<file path="src/rtl/usb_rx_pkt_decoder_if.sv">
// Bundles the PHY receive signals and the decoded host-side signals of the USB RX packet decoder.
// The PHY/bench side uses the master modport and the decoder uses the slave modport.
interface usb_rx_pkt_decoder_if;
    logic        rx_active;
    logic        rx_valid;
    logic [7:0]  rx_data;
    logic        rx_error;
    logic        host_pkt_valid;
    logic [3:0]  host_pid;
    logic [6:0]  host_addr;
    logic [3:0]  host_ep;
    logic [7:0]  host_data;
    logic        host_data_valid;
    logic [15:0] host_data_len;
    logic        host_crc_err;

    modport master (
        output rx_active, rx_valid, rx_data, rx_error,
        input  host_pkt_valid, host_pid, host_addr, host_ep,
               host_data, host_data_valid, host_data_len, host_crc_err
    );

    modport slave (
        input  rx_active, rx_valid, rx_data, rx_error,
        output host_pkt_valid, host_pid, host_addr, host_ep,
               host_data, host_data_valid, host_data_len, host_crc_err
    );
endinterface

</file>
<file path="src/rtl/usb_rx_pkt_decoder.sv">
// USB receive packet decoder: checks the PID, decodes token/data/handshake packets,
// verifies CRC5/CRC16 and streams data payload through a two-byte holding pipeline.
module usb_rx_pkt_decoder #(
    parameter int MAX_PAYLOAD = 64
) (
    input logic                 clk,
    input logic                 rst,
    usb_rx_pkt_decoder_if.slave bus
);
    typedef enum logic [2:0] {IDLE, PID, TOKEN, DATA, HSK, DROP, DONE} state_t;

    localparam logic [15:0] MAX_LEN = 16'(MAX_PAYLOAD);

    state_t      state_q;
    logic [3:0]  pid_q;
    logic [1:0]  cnt_q;
    logic [7:0]  h0_q;
    logic [7:0]  h1_q;
    logic [15:0] crc16_q;
    logic [15:0] pay_cnt_q;
    logic        ovf_q;
    logic        err_q;
    logic        pkt_valid_q;
    logic [3:0]  host_pid_q;
    logic [6:0]  host_addr_q;
    logic [3:0]  host_ep_q;
    logic [7:0]  host_data_q;
    logic        data_valid_q;
    logic [15:0] host_len_q;
    logic        host_err_q;

    logic        pid_ok;

    function automatic state_t pid_class(input logic [3:0] p);
        case (p)
            4'h1, 4'h9, 4'hD, 4'h5: return TOKEN;
            4'h3, 4'hB:             return DATA;
            default:                return HSK;
        endcase
    endfunction

    // The received CRC5 field arrives MSB first, so it is the bit-reversed complement.
    function automatic logic crc5_match(input logic [7:0] b1, input logic [7:0] b2);
        logic [4:0]  crc;
        logic [10:0] bits;
        bits = {b2[2:0], b1};
        crc  = 5'h1F;
        for (int i = 0; i < 11; i++) begin
            if (crc[4] ^ bits[i]) crc = {crc[3:0], 1'b0} ^ 5'h05;
            else                  crc = {crc[3:0], 1'b0};
        end
        return b2[7:3] == {~crc[0], ~crc[1], ~crc[2], ~crc[3], ~crc[4]};
    endfunction

    // Reflected register form, so the complement lines up directly with {high, low}.
    function automatic logic [15:0] crc16_byte(input logic [15:0] crc_in, input logic [7:0] b);
        logic [15:0] c;
        c = crc_in;
        for (int i = 0; i < 8; i++) begin
            if (c[0] ^ b[i]) c = (c >> 1) ^ 16'hA001;
            else             c = c >> 1;
        end
        return c;
    endfunction

    assign pid_ok = (bus.rx_data[7:4] == ~bus.rx_data[3:0]);

    always_ff @(posedge clk) begin
        if (rst) begin
            state_q      <= IDLE;
            pid_q        <= 4'h0;
            cnt_q        <= 2'd0;
            h0_q         <= 8'h00;
            h1_q         <= 8'h00;
            crc16_q      <= 16'hFFFF;
            pay_cnt_q    <= 16'h0000;
            ovf_q        <= 1'b0;
            err_q        <= 1'b0;
            pkt_valid_q  <= 1'b0;
            host_pid_q   <= 4'h0;
            host_addr_q  <= 7'h00;
            host_ep_q    <= 4'h0;
            host_data_q  <= 8'h00;
            data_valid_q <= 1'b0;
            host_len_q   <= 16'h0000;
            host_err_q   <= 1'b0;
        end else begin
            pkt_valid_q  <= 1'b0;
            data_valid_q <= 1'b0;
            case (state_q)
                IDLE, PID: begin
                    if (bus.rx_active) begin
                        err_q <= (state_q == PID) ? (err_q | bus.rx_error) : bus.rx_error;
                        if (bus.rx_valid) begin
                            cnt_q     <= 2'd0;
                            crc16_q   <= 16'hFFFF;
                            pay_cnt_q <= 16'h0000;
                            ovf_q     <= 1'b0;
                            if (pid_ok) begin
                                pid_q   <= bus.rx_data[3:0];
                                state_q <= pid_class(bus.rx_data[3:0]);
                            end else begin
                                state_q <= DROP;
                            end
                        end else begin
                            state_q <= PID;
                        end
                    end else begin
                        state_q <= IDLE;
                    end
                end
                TOKEN, DATA, HSK: begin
                    if (!bus.rx_active) begin
                        state_q     <= DONE;
                        pkt_valid_q <= 1'b1;
                        host_pid_q  <= pid_q;
                        case (state_q)
                            TOKEN: begin
                                host_addr_q <= h0_q[6:0];
                                host_ep_q   <= {h1_q[2:0], h0_q[7]};
                                host_len_q  <= 16'h0000;
                                host_err_q  <= err_q || (cnt_q != 2'd2) || !crc5_match(h0_q, h1_q);
                            end
                            DATA: begin
                                host_addr_q <= 7'h00;
                                host_ep_q   <= 4'h0;
                                host_len_q  <= pay_cnt_q;
                                host_err_q  <= err_q || ovf_q || (cnt_q < 2'd2) ||
                                               ({h1_q, h0_q} != ~crc16_q);
                            end
                            default: begin
                                host_addr_q <= 7'h00;
                                host_ep_q   <= 4'h0;
                                host_len_q  <= 16'h0000;
                                host_err_q  <= err_q || (cnt_q != 2'd0);
                            end
                        endcase
                    end else begin
                        err_q <= err_q | bus.rx_error;
                        if (bus.rx_valid) begin
                            if (cnt_q != 2'd3) cnt_q <= cnt_q + 2'd1;
                            if (cnt_q == 2'd0) begin
                                h0_q <= bus.rx_data;
                            end else if (cnt_q == 2'd1) begin
                                h1_q <= bus.rx_data;
                            end else if (state_q == DATA) begin
                                // Pipeline full: the oldest held byte is payload, never CRC.
                                h0_q    <= h1_q;
                                h1_q    <= bus.rx_data;
                                crc16_q <= crc16_byte(crc16_q, h0_q);
                                if (pay_cnt_q < MAX_LEN) begin
                                    host_data_q  <= h0_q;
                                    data_valid_q <= 1'b1;
                                    pay_cnt_q    <= pay_cnt_q + 16'd1;
                                end else begin
                                    ovf_q <= 1'b1;
                                end
                            end
                        end
                    end
                end
                DROP: begin
                    if (!bus.rx_active) state_q <= IDLE;
                end
                default: begin
                    state_q <= IDLE;
                end
            endcase
        end
    end

    assign bus.host_pkt_valid  = pkt_valid_q;
    assign bus.host_pid        = host_pid_q;
    assign bus.host_addr       = host_addr_q;
    assign bus.host_ep         = host_ep_q;
    assign bus.host_data       = host_data_q;
    assign bus.host_data_valid = data_valid_q;
    assign bus.host_data_len   = host_len_q;
    assign bus.host_crc_err    = host_err_q;
endmodule
</file>
<file path="src/flat_wrapper.sv">
// flat-port wrapper written by rule: the top's interface ports become plain ports
module usb_rx_pkt_decoder_flat 
#(
    parameter int MAX_PAYLOAD = 64
)
  (clk, rst, bus_rx_active, bus_rx_valid, bus_rx_data, bus_rx_error, bus_host_pkt_valid, bus_host_pid, bus_host_addr, bus_host_ep, bus_host_data, bus_host_data_valid, bus_host_data_len, bus_host_crc_err);
  usb_rx_pkt_decoder_if bus_i ();
  input logic clk;
  input logic rst;
  input wire logic [$bits(bus_i.rx_active)-1:0] bus_rx_active;
  input wire logic [$bits(bus_i.rx_valid)-1:0] bus_rx_valid;
  input wire logic [$bits(bus_i.rx_data)-1:0] bus_rx_data;
  input wire logic [$bits(bus_i.rx_error)-1:0] bus_rx_error;
  output wire logic [$bits(bus_i.host_pkt_valid)-1:0] bus_host_pkt_valid;
  output wire logic [$bits(bus_i.host_pid)-1:0] bus_host_pid;
  output wire logic [$bits(bus_i.host_addr)-1:0] bus_host_addr;
  output wire logic [$bits(bus_i.host_ep)-1:0] bus_host_ep;
  output wire logic [$bits(bus_i.host_data)-1:0] bus_host_data;
  output wire logic [$bits(bus_i.host_data_valid)-1:0] bus_host_data_valid;
  output wire logic [$bits(bus_i.host_data_len)-1:0] bus_host_data_len;
  output wire logic [$bits(bus_i.host_crc_err)-1:0] bus_host_crc_err;
  assign bus_i.rx_active = bus_rx_active;
  assign bus_i.rx_valid = bus_rx_valid;
  assign bus_i.rx_data = bus_rx_data;
  assign bus_i.rx_error = bus_rx_error;
  assign bus_host_pkt_valid = bus_i.host_pkt_valid;
  assign bus_host_pid = bus_i.host_pid;
  assign bus_host_addr = bus_i.host_addr;
  assign bus_host_ep = bus_i.host_ep;
  assign bus_host_data = bus_i.host_data;
  assign bus_host_data_valid = bus_i.host_data_valid;
  assign bus_host_data_len = bus_i.host_data_len;
  assign bus_host_crc_err = bus_i.host_crc_err;
  usb_rx_pkt_decoder #(.MAX_PAYLOAD(MAX_PAYLOAD)) u_core (.clk(clk), .rst(rst), .bus(bus_i));
endmodule
</file>
<file path="config.mk">
export PLATFORM = sky130hd
export DESIGN_NAME = usb_rx_pkt_decoder_flat
export DESIGN_NICKNAME = d
export VERILOG_FILES = /design/src/rtl/usb_rx_pkt_decoder_if.sv /design/src/rtl/usb_rx_pkt_decoder.sv /design/src/flat_wrapper.sv
export SDC_FILE = /design/constraint.sdc
export NUM_CORES = 1
export LEC_CHECK = 0
export CAP_MARGIN = 20
export CORE_MARGIN = 1
export CORE_UTILIZATION = 56
export CTS_CLUSTER_DIAMETER = 40
export DETAILED_ROUTE_END_ITERATION = 10
export PLACE_DENSITY = 0.86
export REMOVE_ABC_BUFFERS = 1
export SLEW_MARGIN = 20
export SYNTH_ARGS = -nofsm -noshare
export SYNTH_HDL_FRONTEND = slang
export SYNTH_SLANG_ARGS = --single-unit
export TNS_END_PERCENT = 5
</file>
<file path="constraint.sdc">
create_clock -name clk -period 2.5 [get_ports clk]
set_input_delay 0.5 -clock clk [delete_from_list [all_inputs] [get_ports clk]]
set_output_delay 0.5 -clock clk [all_outputs]
set_load 0.05 [all_outputs]
</file>
# ---- Word-level counts from Yosys, hierarchy flattened
# Cells that the tools add are included.
# W data, S select, Z words.
dict set report op_classes {
  n_addsub 2
  n_lt_le_gt_ge 2
  n_eq_ne 30
  mux 166
  n_bitwise 50
  reduce_logical 30
}
# op n
set op_table {}
lappend op_table {{$mux W16} 73}
lappend op_table {{$mux W5} 44}
lappend op_table {{$pmux W16 S2} 2}
lappend op_table {{$mux W3} 16}
lappend op_table {{$mux W8} 5}
lappend op_table {{$not A2 Y3} 8}
lappend op_table {{$ne A2 B2 Y1 const B} 11}
lappend op_table {{$not A2 Y2} 10}
lappend op_table {{$reduce_and A9 Y1} 2}
lappend op_table {{$xor A1 B1 Y1} 18}
lappend op_table {{$add A16 B1 Y16 const B} 1}
lappend op_table {{$lt A16 B7 Y1 const B} 1}
lappend op_table {{$ne A16 B16 Y1} 1}
lappend op_table {{$not A16 Y16} 1}
lappend op_table {{$mux W1} 13}
lappend op_table {{$eq A4 B4 Y1 const B} 3}
lappend op_table {{$not A1 Y1} 11}
lappend op_table {{$mux W2} 5}
lappend op_table {{$reduce_and A5 Y1} 2}
lappend op_table {{$pmux W3 S3} 1}
lappend op_table {{$ne A2 B1 Y1 const B} 4}
lappend op_table {{$reduce_and A8 Y1} 1}
lappend op_table {{$reduce_bool A2 Y1} 4}
lappend op_table {{$mux W7} 1}
lappend op_table {{other kinds (30)} 42}
dict set report totals {
  register_bits 101
  inputBits 13
  out_inout_bits 42
  wordCells 297
}

# ---- Depth between registers and ports, before layout
# Gate-level depths: netlist of run 1.
dict set report depth {
  word_depth 71
  depth_mapped 10
  ltp_nobuf 8
}

# ---- Worst setup path after synthesis of run 1
# Ideal clock, no wire load.
dict set report synth_path {
  path_type {register to register}
  start {reg u_core.cnt_q[0]}
  end {reg u_core.pay_cnt_q[4]}
  setup_time_ps 128
  arrival_ps 2199
  t_required_ps 2372
  slack_ps 173
  stages_incl_launch_ff 10
  path_buffers 1
  synth_period_minus_slack_ps 2327
  cell_sequence {dfxtp_1 -> inv_1 -> ha_1 -> clkbuf_2 -> nor2_1 -> o2111ai_2 -> a2111oi_2 -> nand2_1 -> xor2_1 -> nor2_1}
}
dict set report synth_via {
  elab_chain_len 3
  elab_cells_between_ends 5
  cone_classes {eq/ne (3); reduce/logical (2)}
}
# element line_no
set synth_lines {}
lappend synth_lines {{from (decl)} usb_rx_pkt_decoder.sv:16} ;# logic [1:0] cnt_q;
lappend synth_lines {{from (signal assigned)} usb_rx_pkt_decoder.sv:141} ;# if (cnt_q != 2'd3) cnt_q <= cnt_q + 2'd1;
lappend synth_lines {{$eq A2 B1 Y1 / $logic_not A2 Y1 (equally long branches)} {usb_rx_pkt_decoder.sv:144, usb_rx_pkt_decoder.sv:142}}
lappend synth_lines {{$ne A2 B2 Y1 (no line)} -}
lappend synth_lines {{$reduce_and A9 Y1 (no line) (*)} -}
lappend synth_lines {{to (signal assigned)} usb_rx_pkt_decoder.sv:154} ;# pay_cnt_q <= pay_cnt_q + 16'd1;
lappend synth_lines {{to (decl)} usb_rx_pkt_decoder.sv:20} ;# logic [15:0] pay_cnt_q;
# Mark *: on every way between the ends. The rest lies on a longest branch, timed or not.
# A chain may end at the register's enable or synchronous reset.

# ---- Final worst setup path of run 1
dict set report layout_path {
  start {reg u_core.state_q[2]}
  end {reg u_core.host_len_q[14] (netlist: u_core.bus.host_data_len[14])}
}
dict set report layout_via {
  elab_chain_len 3
  elab_cells_between_ends 6
  cone_classes {eq/ne (3); mux (1); reduce/logical (2)}
}
# element line_no
set layout_lines {}
lappend layout_lines {{from (decl)} usb_rx_pkt_decoder.sv:14} ;# state_t state_q;
lappend layout_lines {{from (signal assigned)} usb_rx_pkt_decoder.sv:101} ;# state_q <= pid_class(bus.rx_data[3:0]);
lappend layout_lines {{$eq A3 B2 Y1 (tied with other cells)} usb_rx_pkt_decoder.sv:90} ;# case (state_q)
lappend layout_lines {{$reduce_or A3 Y1} usb_rx_pkt_decoder.sv:90}
lappend layout_lines {{$reduce_and A2 Y1 (no line)} -}
lappend layout_lines {{to (signal assigned)} usb_rx_pkt_decoder.sv:127} ;# host_len_q <= pay_cnt_q;
lappend layout_lines {{to (decl)} usb_rx_pkt_decoder.sv:29} ;# logic [15:0] host_len_q;
# Several ways; a longest one is shown, not always the timed one.

==> results of run 1 <==
cell usage after synthesis, types with 5 or more instances:
cell type,count
xor2_1,20
ha_1,5
a211oi_1,9
nand2b_1,9
nor2_1,69
o21ai_0,8
nand3_1,7
o21bai_1,12
dfxtp_1,101
buf_2,7
nor4_1,7
mux2i_1,28
xnor2_1,28
nor3_1,20
inv_1,7
a22o_1,27
a21oi_1,21
clkbuf_1,24
nand2_1,18
layout make-up:
cell class                 count  area share, %
multi-input combinational    344           43.7
sequential                   101           36.7
timing repair buffer          75           13.3
clock buffer                  10           2.50
tap                          102           2.32
clock inverter                 6           1.00
inverter                       7          0.477
stage by stage:
step / setup TNS (ps) / cell area, µm² / instances
2_1_floorplan: -27640 / 4450 / 452
3_3_place_gp: 0 / 5310 / 629
3_5_place_dp: 0 / 5310 / 629
4_1_cts: 0 / 5510 / 645
5_1_grt: 0 / 5510 / 645
6_report: 0 / 5510 / 645
kinds of logic (layout without fill, tap and decap cells):
kind of cell,count (synthesis),after routing,synth area share (%)
and+or+nand+nor,156,156,16.5
AOI/OAI and AO/OA,103,103,17.2
DFF,101,101,44.0
xor gates and xnor gates,52,52,11.1
buffers and inverters,41,98,3.68
muxes,28,28,6.10
adders and majority gates,5,5,1.36
power groups by stage:
stage | registers [µW] | clock network (µW) | logic [µW]
final | 1670 | 1010 | 460
after detailed placement | 1710 | 0 | 451
after global placement | 1710 | 0 | 441
after floorplan | 1710 | 0 | 283
after global routing | 1680 | 1090 | 496
after CTS | 1670 | 1030 | 456
worst reg2reg max path, cell delays in order, from the launching register on:
cell	delay, ps
dfxtp_1	590
and2b_1	300
a21oi_2	440
nor3_1	180
and2_1	390
a22o_1	280
registers in the layout, indices dropped and copies added, names as in the netlist:
| signal | count |
|---|---|
| u_core.bus.host_data | 8 |
| u_core.bus.host_pkt_valid | 1 |
| u_core.bus.host_pid | 4 |
| u_core.pid_q | 4 |
| u_core.bus.host_data_valid | 1 |
| u_core.bus.host_crc_err | 1 |
| u_core.ovf_q | 1 |
| u_core.state_q | 3 |
| u_core.crc16_q | 16 |
| u_core.bus.host_ep | 4 |
| u_core.cnt_q | 2 |
| u_core.err_q | 1 |
| u_core.bus.host_addr | 7 |
| u_core.h0_q | 8 |
| u_core.pay_cnt_q | 16 |
| u_core.bus.host_data_len | 16 |
| u_core.h1_q | 8 |
path summary, 6_finish.rpt:
kind                             endpoint  slack, ps  cells past startpoint
max          u_core.bus.host_data_len[14]        230                      5
min reg2reg        u_core.bus.host_pid[2]        470                      2
max reg2reg  u_core.bus.host_data_len[14]        230                      5
min             u_core.bus.host_pkt_valid        430                      2
layer usage:
metal,share of wire [%],vias to the layer above
li1,-,1831
met1,45,1814
met2,46,153
met3,6.5,23
met4,2.7,0
met5,0,-
==> results.sh, run 1 <==
export IMPL_syn_inst=486
export IMPL_grt_util_met1_pct=35.0
export IMPL_skew_ps=8.41
export IMPL_ys_seq_elements=101
export IMPL_seq_area_frac_synth_pct=44.0
export IMPL_vias_per_cell=5.92
export IMPL_routed_wl_um=10600
export IMPL_critPathKind="flop to flop"
export IMPL_start_util_pct=58.5
export IMPL_status="complete, no violations"
export IMPL_avgSynthCellArea_um2=9.45
export IMPL_antenna_found_initial=0
export IMPL_required_ps=2770
export IMPL_path_cells="and2b_1 -> a21oi_2 -> nor3_1 -> and2_1 -> a22o_1"
export IMPL_layout_drive_gt1_share_pct=9.21
export IMPL_p_int_uw=2240
export IMPL_post_cts_buffers=0
export IMPL_grt_first_pass_wirelength_um=17600
export IMPL_synth_top_cell_area_share_pct=44.0
export IMPL_ir_drop_uv=275
export IMPL_crit_arrival_ps=2540
export IMPL_pwr_share_comb_pct=14.7
export IMPL_hold_buffers=0
export IMPL_clockBufferDepth=2
export IMPL_post_cts_resize_count=0
export IMPL_grt_ovfl_total=0
export IMPL_fp_row_count=32
export IMPL_ys_warn_count=0
export IMPL_layout_common_cells="101 x dfxtp_1, 68 x nor2_1, 53 x clkdlybuf4s50_1"
export IMPL_r2r_start="u_core.state_q[2]"
export IMPL_maxCapViolCount=0
export IMPL_hpwlAfterDp_um=7550
export IMPL_startpoint="u_core.state_q[2]"
export IMPL_fp_dieH_um=92.6
export IMPL_relSlewSlack_pct=60.7
export IMPL_clk_pin_slew_ps=100
export IMPL_first_pass_iters=4
export IMPL_grt_pass1_vias=3554
export IMPL_port_buffers=54
export IMPL_dpl_worst_slack_ps=76.8
export IMPL_cp_slowest_cell="dfxtp_1"
export IMPL_fin_crit_sh_pct=90.7
export IMPL_insertion_delay_ps=370
export IMPL_worst_path_dominant_cell_family="simple AND/OR/NAND/NOR gates"
export IMPL_synthFlopType="dfxtp_1"
export IMPL_rsz0062_at_grt="no"
export IMPL_hold_ws_ps=434
export IMPL_hold_class="input port to flop"
export IMPL_critPathLaunchType="flop"
export IMPL_worst_pin_slew_ps=590
export IMPL_p_sw_share_pct=28.7
export IMPL_worstPathMaxFanout=16
export IMPL_cts_tree="done"
export IMPL_yosysTopAreaCell="dfxtp_1"
export IMPL_root_buffer="clkbuf_8"
export IMPL_multi_input_area_um2=2410
export IMPL_regArea_um2=2020
export IMPL_synthDistinctLibCells=53
export IMPL_cellPowerDensity_nw_per_um2=570
export IMPL_synth_edf_count=0
export IMPL_die_w_um=92.6
export IMPL_drc=0
export IMPL_power_leakage_uw=0.00218
export IMPL_p_total_uw=3140
export IMPL_slowest_delay_ps=590
export IMPL_grt_usage_pct=26.2
export IMPL_hold_violations=0
export IMPL_worstHoldStart="rst"
export IMPL_grt_use_met3_pct=4.19
export IMPL_synthToLayoutAreaGrowth_pct=19.9
export IMPL_final_common_cell="dfxtp_1"
export IMPL_cts_htree_levels=3
export IMPL_diodes=0
export IMPL_cts_buffers=9
export IMPL_nFillCells=585
export IMPL_num_vias=3821
export IMPL_dieArea_um2=8570
export IMPL_syn_cell_area_um2=4590
export IMPL_top_usage_layer="met2"
export IMPL_min_period_ps=2270
export IMPL_timing_final_max_slew_violations=0
export IMPL_ys_async_sr_fraction_pct=0
export IMPL_final_antenna_net_count=0
export IMPL_grt_max_degree=64
export IMPL_clockPowerShare_pct=32.1
export IMPL_fin_ws_ps=234
export IMPL_io_pins=55
export IMPL_met2_usage_pct=41.3
export IMPL_finalSetupViolCount=0
export IMPL_clock_sinks=101
export IMPL_dr_first_iter_drc_count=286
export IMPL_finalNetCount=556
export IMPL_power_switching_uw=899
export IMPL_gp_congestion=0.896
export IMPL_synthTopCellsByArea="dfxtp_1 44%, mux2i_1 6.1%, nor2_1 5.6%"
export IMPL_crit_buf_inv=0
export IMPL_core_um2=7850
export IMPL_seqPwrFrac_pct=53.3
export IMPL_fmax_ghz=0.441
export IMPL_fin_util_pct=70.2
export IMPL_end_kind="flop"
export IMPL_routedWlPerCell_um=16.4
Note: power is estimated with default switching activity, not from simulation.
==> run 2, diff against run 1 <==
- CAP_MARGIN: 20 -> 10
==> results of run 2 <==
The final DEF is identical to that of run 1; final timing and power are the same.
